File: src/rtl/pix_burst_wr_if.sv
// Pixel-in / burst-out signal bundle for the frame burst writer.
// The master view belongs to the burst writer. The slave view belongs to the
// camera capture stage and the memory controller that surround it.
interface pix_burst_wr_if;
  logic        pix_vsync;
  logic        pix_wr_en;
  logic [15:0] pix_data;
  logic        wr_req;
  logic [23:0] wr_addr;
  logic        wr_ack;
  logic        wr_data_vld;
  logic [15:0] wr_data;
  logic        frame_done;
  logic        ovf_err;

  modport master (
    input  pix_vsync, pix_wr_en, pix_data, wr_ack,
    output wr_req, wr_addr, wr_data_vld, wr_data, frame_done, ovf_err
  );

  modport slave (
    output pix_vsync, pix_wr_en, pix_data, wr_ack,
    input  wr_req, wr_addr, wr_data_vld, wr_data, frame_done, ovf_err
  );
endinterface

File: src/rtl/pix_burst_wr.sv
// Frame burst writer.
// Incoming RGB565 pixels are buffered in a FIFO. Each time BURST_LEN words are
// available, one burst write is requested. A granted burst is streamed out
// without gaps. A rising edge on vsync flushes the partial frame. If a burst
// is in flight, the flush waits until that burst has finished.
module pix_burst_wr #(
  parameter int unsigned BURST_LEN   = 16,
  parameter int unsigned FIFO_DEPTH  = 64,
  parameter int unsigned FRAME_WORDS = 307200,
  parameter logic [23:0] BASE_ADDR   = 24'h000000
) (
  input  logic           sys_clk,
  input  logic           sys_rst,
  pix_burst_wr_if.master bus
);

  localparam int unsigned PTR_W  = $clog2(FIFO_DEPTH);
  localparam int unsigned CNT_W  = PTR_W + 1;
  localparam int unsigned FRM_W  = $clog2(FRAME_WORDS + 1);
  localparam int unsigned BEAT_W = (BURST_LEN > 1) ? $clog2(BURST_LEN) : 1;

  localparam logic [CNT_W-1:0]  FIFO_FULL_CNT   = CNT_W'(FIFO_DEPTH);
  localparam logic [CNT_W-1:0]  BURST_CNT       = CNT_W'(BURST_LEN);
  localparam logic [FRM_W-1:0]  FRAME_CNT       = FRM_W'(FRAME_WORDS);
  localparam logic [BEAT_W-1:0] LAST_BEAT       = BEAT_W'(BURST_LEN - 1);
  // Start address of the burst that completes a frame.
  localparam logic [23:0]       LAST_BURST_ADDR = BASE_ADDR + 24'(FRAME_WORDS - BURST_LEN);

  typedef enum logic [1:0] {
    ST_IDLE = 2'd0,
    ST_REQ  = 2'd1,
    ST_DATA = 2'd2
  } state_t;

  state_t              r_state;
  state_t              w_state_next;

  logic                r_vsync_q;
  logic                w_vsync_rise;
  logic                r_flush_pend;
  logic                w_flush;

  logic [15:0]         r_mem [FIFO_DEPTH];
  logic [PTR_W-1:0]    r_wr_ptr;
  logic [PTR_W-1:0]    r_rd_ptr;
  logic [PTR_W-1:0]    w_wr_idx;
  logic [CNT_W-1:0]    r_fifo_cnt;
  logic [FRM_W-1:0]    r_frame_cnt;
  logic                w_full;
  logic                w_push;
  logic                w_pop;
  logic                w_drop;

  logic [BEAT_W-1:0]   r_beat;
  logic                w_burst_end;

  logic                r_wr_req;
  logic [23:0]         r_wr_addr;
  logic                r_wr_data_vld;
  logic [15:0]         r_wr_data;
  logic                r_frame_done;
  logic                r_ovf_err;

  // A vsync edge is found by comparing the pin with last cycle's copy.
  assign w_vsync_rise = bus.pix_vsync & ~r_vsync_q;

  // A burst in progress is never cut short. A flush is therefore only taken
  // outside DATA, either straight from the edge or from the pending flag.
  assign w_flush = (r_state != ST_DATA) && (w_vsync_rise || r_flush_pend);

  assign w_full = (r_fifo_cnt == FIFO_FULL_CNT);

  // During a flush the FIFO and the frame count restart from zero. A pixel
  // arriving in that cycle is the first word of the new frame.
  assign w_push = bus.pix_wr_en &&
                  (w_flush || (!w_full && (r_frame_cnt < FRAME_CNT)));
  assign w_drop = bus.pix_wr_en && !w_push;

  // A pixel pushed during a flush goes into slot 0 of the emptied FIFO.
  assign w_wr_idx = w_flush ? '0 : r_wr_ptr;

  // Next-state logic and FIFO pops.
  // The first word is popped on the grant, so it is already on the output
  // register in the first DATA cycle.
  always_comb begin
    w_state_next = r_state;
    w_pop        = 1'b0;
    w_burst_end  = 1'b0;
    unique case (r_state)
      ST_IDLE: begin
        if (!w_flush && (r_fifo_cnt >= BURST_CNT)) begin
          w_state_next = ST_REQ;
        end
      end
      ST_REQ: begin
        if (w_flush) begin
          w_state_next = ST_IDLE;
        end else if (bus.wr_ack) begin
          w_state_next = ST_DATA;
          w_pop        = 1'b1;
        end
      end
      ST_DATA: begin
        if (r_beat == LAST_BEAT) begin
          w_state_next = ST_IDLE;
          w_burst_end  = 1'b1;
        end else begin
          w_pop = 1'b1;
        end
      end
      default: w_state_next = ST_IDLE;
    endcase
  end

  // State register, beat counter and vsync history.
  always_ff @(posedge sys_clk or posedge sys_rst) begin
    if (sys_rst) begin
      r_state   <= ST_IDLE;
      r_beat    <= '0;
      r_vsync_q <= 1'b0;
    end else begin
      r_state   <= w_state_next;
      r_vsync_q <= bus.pix_vsync;
      if ((r_state == ST_DATA) && !w_burst_end) begin
        r_beat <= r_beat + BEAT_W'(1);
      end else begin
        r_beat <= '0;
      end
    end
  end

  // Remember a vsync edge seen mid-burst until the burst has drained.
  always_ff @(posedge sys_clk or posedge sys_rst) begin
    if (sys_rst) begin
      r_flush_pend <= 1'b0;
    end else if (w_flush) begin
      r_flush_pend <= 1'b0;
    end else if (w_vsync_rise) begin
      r_flush_pend <= 1'b1;
    end
  end

  // Pixel storage. This is write-only here, with no reset, so it maps to block RAM.
  always_ff @(posedge sys_clk) begin
    if (w_push) begin
      r_mem[w_wr_idx] <= bus.pix_data;
    end
  end

  // FIFO pointers, occupancy, and the count of words accepted this frame.
  always_ff @(posedge sys_clk or posedge sys_rst) begin
    if (sys_rst) begin
      r_wr_ptr    <= '0;
      r_rd_ptr    <= '0;
      r_fifo_cnt  <= '0;
      r_frame_cnt <= '0;
    end else if (w_flush) begin
      r_rd_ptr    <= '0;
      r_wr_ptr    <= w_push ? PTR_W'(1) : '0;
      r_fifo_cnt  <= w_push ? CNT_W'(1) : '0;
      r_frame_cnt <= w_push ? FRM_W'(1) : '0;
    end else begin
      if (w_push) begin
        r_wr_ptr    <= r_wr_ptr + PTR_W'(1);
        r_frame_cnt <= r_frame_cnt + FRM_W'(1);
      end
      if (w_pop) begin
        r_rd_ptr <= r_rd_ptr + PTR_W'(1);
      end
      case ({w_push, w_pop})
        2'b10:   r_fifo_cnt <= r_fifo_cnt + CNT_W'(1);
        2'b01:   r_fifo_cnt <= r_fifo_cnt - CNT_W'(1);
        default: r_fifo_cnt <= r_fifo_cnt;
      endcase
    end
  end

  // Registered read port. It doubles as the burst data output register.
  always_ff @(posedge sys_clk or posedge sys_rst) begin
    if (sys_rst) begin
      r_wr_data     <= '0;
      r_wr_data_vld <= 1'b0;
    end else begin
      r_wr_data_vld <= w_pop;
      if (w_pop) begin
        r_wr_data <= r_mem[r_rd_ptr];
      end
    end
  end

  // Request line follows the next state so that it comes from a flop.
  always_ff @(posedge sys_clk or posedge sys_rst) begin
    if (sys_rst) begin
      r_wr_req <= 1'b0;
    end else begin
      r_wr_req <= (w_state_next == ST_REQ);
    end
  end

  // Burst address tracking and end-of-frame detection.
  always_ff @(posedge sys_clk or posedge sys_rst) begin
    if (sys_rst) begin
      r_wr_addr    <= BASE_ADDR;
      r_frame_done <= 1'b0;
    end else begin
      r_frame_done <= 1'b0;
      if (w_flush) begin
        r_wr_addr <= BASE_ADDR;
      end else if (w_burst_end) begin
        if (r_wr_addr == LAST_BURST_ADDR) begin
          r_wr_addr    <= BASE_ADDR;
          r_frame_done <= 1'b1;
        end else begin
          r_wr_addr <= r_wr_addr + 24'(BURST_LEN);
        end
      end
    end
  end

  // Sticky overflow flag. A flush starts a fresh frame and clears it.
  always_ff @(posedge sys_clk or posedge sys_rst) begin
    if (sys_rst) begin
      r_ovf_err <= 1'b0;
    end else if (w_flush) begin
      r_ovf_err <= 1'b0;
    end else if (w_drop) begin
      r_ovf_err <= 1'b1;
    end
  end

  assign bus.wr_req      = r_wr_req;
  assign bus.wr_addr     = r_wr_addr;
  assign bus.wr_data_vld = r_wr_data_vld;
  assign bus.wr_data     = r_wr_data;
  assign bus.frame_done  = r_frame_done;
  assign bus.ovf_err     = r_ovf_err;

endmodule

File: src/flat_wrapper.sv
// flat-port wrapper written by rule: the top's interface ports become plain ports
module pix_burst_wr_flat 
#(
  parameter int unsigned BURST_LEN   = 16,
  parameter int unsigned FIFO_DEPTH  = 64,
  parameter int unsigned FRAME_WORDS = 307200,
  parameter logic [23:0] BASE_ADDR   = 24'h000000
)
  (sys_clk, sys_rst, bus_pix_vsync, bus_pix_wr_en, bus_pix_data, bus_wr_ack, bus_wr_req, bus_wr_addr, bus_wr_data_vld, bus_wr_data, bus_frame_done, bus_ovf_err);
  pix_burst_wr_if bus_i ();
  input  logic sys_clk;
  input  logic sys_rst;
  input wire logic [$bits(bus_i.pix_vsync)-1:0] bus_pix_vsync;
  input wire logic [$bits(bus_i.pix_wr_en)-1:0] bus_pix_wr_en;
  input wire logic [$bits(bus_i.pix_data)-1:0] bus_pix_data;
  input wire logic [$bits(bus_i.wr_ack)-1:0] bus_wr_ack;
  output wire logic [$bits(bus_i.wr_req)-1:0] bus_wr_req;
  output wire logic [$bits(bus_i.wr_addr)-1:0] bus_wr_addr;
  output wire logic [$bits(bus_i.wr_data_vld)-1:0] bus_wr_data_vld;
  output wire logic [$bits(bus_i.wr_data)-1:0] bus_wr_data;
  output wire logic [$bits(bus_i.frame_done)-1:0] bus_frame_done;
  output wire logic [$bits(bus_i.ovf_err)-1:0] bus_ovf_err;
  assign bus_i.pix_vsync = bus_pix_vsync;
  assign bus_i.pix_wr_en = bus_pix_wr_en;
  assign bus_i.pix_data = bus_pix_data;
  assign bus_i.wr_ack = bus_wr_ack;
  assign bus_wr_req = bus_i.wr_req;
  assign bus_wr_addr = bus_i.wr_addr;
  assign bus_wr_data_vld = bus_i.wr_data_vld;
  assign bus_wr_data = bus_i.wr_data;
  assign bus_frame_done = bus_i.frame_done;
  assign bus_ovf_err = bus_i.ovf_err;
  pix_burst_wr #(.BURST_LEN(BURST_LEN), .FIFO_DEPTH(FIFO_DEPTH), .FRAME_WORDS(FRAME_WORDS), .BASE_ADDR(BASE_ADDR)) u_core (.sys_clk(sys_clk), .sys_rst(sys_rst), .bus(bus_i));
endmodule
File: config.mk
export PLATFORM = sky130hd
export DESIGN_NAME = pix_burst_wr_flat
export DESIGN_NICKNAME = d
export VERILOG_FILES = /design/src/rtl/pix_burst_wr_if.sv /design/src/rtl/pix_burst_wr.sv /design/src/flat_wrapper.sv
export SDC_FILE = /design/constraint.sdc
export NUM_CORES = 1
export LEC_CHECK = 0
export ABC_CLOCK_PERIOD_IN_PS = 5500
export CAP_MARGIN = 20
export CORE_MARGIN = 3
export CORE_UTILIZATION = 50
export DETAILED_ROUTE_END_ITERATION = 8
export GPL_TIMING_DRIVEN = 0
export PLACE_DENSITY = 0.65
export SLEW_MARGIN = 10
export SYNTH_ARGS = -nofsm -noshare
export SYNTH_HDL_FRONTEND = slang
export SYNTH_SLANG_ARGS = --single-unit
File: constraint.sdc
create_clock -name sys_clk -period 5.5 [get_ports sys_clk]
set_clock_uncertainty 0.05 [all_clocks]
set_input_delay 0.825 -clock sys_clk [delete_from_list [all_inputs] [get_ports sys_clk]]
set_output_delay 0.825 -clock sys_clk [all_outputs]
set_load 0.1 [all_outputs]
==> results.md <==
- Post-synthesis mux area share: 13.49%
- Number of global-route vias before repair: 24,340
- P_int: approximately 16 mW
- Root Buffer: clkbuf_16
- HPWL Detailed: 78.76 mm
- Peak supply drop: 0.0005744 V
- CP Launch Type: register
- Die Height: 304.2 um
- Wire length per cell: between 20 and 30 um
- Number of port buffers: 59
- Max cap viols: 0
- RSZ-0062 raised after global routing: false
- I/O pins: 65
- Die area: approximately 93,000 sq um
- Total core area: 87,430 sq um
- Seq cells post-synth: between 1,000 and 1,500
- Power share of the clock group: 36.6%
- Inserted Clock Buffers: 109
- Reg power frac: ~45%
- Overflow after GRT: 0
- Leading area contributor after synthesis: edfxtp_1
- Critical path class: reg -> reg
- Global Route Usage Sum: 25.11%
- Netlist cell types: 71
- EDFF count, synth: 1,024
- Residual DRC count: 0
- Clk buf depth: 3
- Drt total wl: about 120 mm
- Pwr/cell area: 413.7 nW/um^2
- Gate power share: 18.1%
- Hold buffer count at cts: 0
- XOR/XNOR share of the synthesized area: less than 1%
- DR pass1 iterations: 5
- Clk Latency, worst-skew pair: 0.68 ns
- Fin crit period: 5.054 ns
- Pwr Total: 21.27 mW
- DR vias/cell: 6.185
- Count of final setup violators: 0
- Number of setup buffers added after CTS: 0
- Main combinational cell family by area after synthesis: multiplexers
- Yosys warns: 0
- Synth area leaders: edfxtp_1 (69%), mux4_2 (7.3%), mux2i_1 (5.8%)
- Area Growth Syn to Fin: 15.66%
- Synth top area share: ~70%
- Worst Tran Pin Value: 1.297 ns
- Antenna cell count: 0
- Core Util, Final: roughly 59%
- Chip width: 304.2 um
- Status: finished, final reports clean
- Cells after Synth: 2,495
- Placer Congestion: 0.9079
- Achievable Freq: 197.9 MHz
- # resized after CTS: 0
- Simple-gate share of the synthesized area: 4.768%
- CTS tree: done
- Initial antenna violation count: 4
- NetSw: 5.768 mW
- Synthesized area per cell: 17.82 sq um
- Top_reg_cell synth: edfxtp_1
- Adder-cell share of the synthesized area: less than 1%
- Slew Viols, Final: 0
- CP arrival: 5.53 ns
- Clk slew on worst S/H paths: 0.06 ns
- Filler cells: 6,378
- Critical Path RT: 5.97 ns
- P_leak: around 16 nW
- Initial Utilization: 50.84%
- Via count: 24,660
- Async SR Flop Fraction: slightly below 8%
- Largest net degree at the start of global routing: 65
- CTS sink count: 1,110
- H-Tree Depth: 3
- Register area share after synthesis: around 74%
- First-pass GRT wire length: 169.3 mm
- Worst Path Max Fanout: 11
- Compound-Gate Fraction of Synth Area: about 4.7%
- ANT nets after route: 0
- Setup crit end kind: register
- Net Sw Frac: between 20% and 30%
- Iteration-0 DRC Markers: 3,063
- Share of layout cells above drive strength 1: 19.77%
- Period Utilization, post-route: about nine tenths
- Final #Nets: between 2,000 and 3,000
- Fin. Hold Viols: 0
- Slew margin rel.: 11.32%
- HP Class: reg -> reg
- Synth Cell Area: about 44,000 sq um
- Row cnt: 108
final timing paths:
path	startpoint	endpoint	slack (ns)	cells after the start
setup / recovery	u_core.r_state[0]	u_core.r_fifo_cnt[6]	0.45	15
hold / removal	u_core.r_beat[0]	u_core.r_beat[0]	0.43	1
setup reg to reg	u_core.r_state[0]	u_core.r_fifo_cnt[6]	0.45	15
hold reg to reg	u_core.r_beat[0]	u_core.r_beat[0]	0.43	1
max in group asynchronous	sys_rst	u_core.bus.wr_data[6]	4.21	3
min in group asynchronous	sys_rst	u_core.bus.wr_addr[10]	0.50	2
Yosys cell counts (6+ instances only):
cell type  number
a21oi_1        69
a41oi_1         7
mux2_2         16
a211oi_1        9
a22oi_1        17
nand3_1        39
buf_1          14
o21bai_1        9
buf_6          19
buf_2          22
ha_1           15
nand2_1       111
o22ai_1        33
and3_1         10
inv_1          15
nand4_1        21
o211ai_1       16
nor3_1         21
and2_1          6
clkbuf_1       57
nor2_2          8
mux4_2        144
o2111ai_1       7
o21ai_0        58
nor4_1         11
o21ai_1        12
dfrtp_1        86
buf_4          26
mux2i_1       257
or4_1          13
xor2_1         19
nor2_1        159
a2111oi_0      17
a31oi_1        19
nor2b_1        17
nand2b_1        9
o221ai_1        8
o31ai_1         9
edfxtp_1     1024
o22a_1          8
cell families (layout without fill, tap and decap cells):
family                   Yosys count  count (layout)
AND/OR/NAND/NOR                  449             449
other                              1               4
buffers and inverters            159             493
adder cells (fa/ha/maj)           16              16
flip-flops                      1110            1110
AO/OA/AOI/OAI                    319             319
XOR/XNOR                          24              24
multiplexers                     417             417
power by group through the flow:
stage | Sequential (mW) | Clock, mW | Combinational, mW
after floorplan | 10.2 | 0 | 2.08
after global placement | 9.82 | 0 | 3.72
after detailed placement | 9.80 | 0 | 3.83
after CTS | 9.63 | 7.88 | 3.84
after global routing | 9.66 | 8.22 | 4.04
final | 9.64 | 7.78 | 3.85
flip-flops by register name, summed over array words and instances, names as in the netlist:
signal / flops
u_core.r_frame_cnt: 19
u_core.r_beat: 4
u_core.bus.wr_data: 16
u_core.r_wr_ptr: 6
u_core.r_state: 2
u_core.bus.ovf_err: 1
u_core.bus.wr_addr: 20
u_core.r_flush_pend: 1
u_core.r_vsync_q: 1
u_core.bus.frame_done: 1
u_core.r_fifo_cnt: 7
u_core.bus.wr_req: 1
u_core.bus.wr_data_vld: 1
u_core.r_rd_ptr: 6
u_core.r_mem: 1024
metal layers:
metal / share of wire [%] / global-route usage [%] / vias to the layer above / wire length [um]
met5: 0 / 0 / - / 0
met4: 2.6 / 7.222 / 0 / 3020
met3: 9.3 / 5.164 / 178 / 10800
met1: 42 / 36.81 / 12840 / 48530
met2: 46 / 38.53 / 1187 / 54040
li1: - / - / 10460 / -
layout by cell type (no fill, tap or decap), types with 33 or more instances in the layout:
master | Yosys | final
a21oi_1 | 69 | 69
buf_4 | 26 | 40
buf_8 | 2 | 47
clkbuf_1 | 57 | 77
clkbuf_16 | 0 | 111
clkdlybuf4s50_1 | 0 | 43
dfrtp_1 | 86 | 86
edfxtp_1 | 1024 | 1024
mux2i_1 | 257 | 257
mux4_2 | 144 | 144
nand2_1 | 111 | 111
nand3_1 | 39 | 39
nor2_1 | 159 | 108
nor2_2 | 8 | 59
o21ai_0 | 58 | 58
o22ai_1 | 33 | 33
worst max-delay path, stage by stage, from the launching register on:
cell	delay, ns
dfrtp_1	0.40
inv_1	0.09
ha_1	0.27
a21o_1	0.27
and3_1	0.25
o21ai_2	0.71
inv_1	0.25
clkbuf_1	0.50
ha_1	0.54
ha_1	0.39
a21oi_1	0.08
o21bai_1	0.27
a21oi_1	0.11
o311ai_0	0.47
xnor2_1	0.18
nor2_1	0.06
cell type report:
class | count | area [sq um] | share of cell area, %
Clock inverter | 71 | 884.6 | 1.721
Timing Repair Buffer | 130 | 1578 | 3.069
Clock buffer | 133 | 2880 | 5.602
Tap cell | 1155 | 1445 | 2.811
Multi-Input combinational cell | 1229 | 10780 | 20.97
Buffer | 143 | 875.8 | 1.704
Inverter | 16 | 62.56 | 0.1217
Sequential cell | 1110 | 32900 | 64.00
per-stage QoR:
stage / area (sq um) / TNS (ns) / worst slack [ns] / hold slack [ns] / std cells
3_5_place_dp: 47580 / -0.02685 / -0.02685 / 0.4075 / 3778
4_1_cts: 51350 / 0 / 0.6418 / 0.4158 / 3982
6_report: 51410 / 0 / 0.4465 / 0.4297 / 3987
2_1_floorplan: 44460 / 0 / 1.801 / 0.3799 / 2498
3_3_place_gp: 46500 / -10.95 / -0.4318 / 0.3929 / 3712
5_1_grt: 51410 / 0 / 0.1953 / 0.4476 / 3987
(Power assumes the default switching activity.)
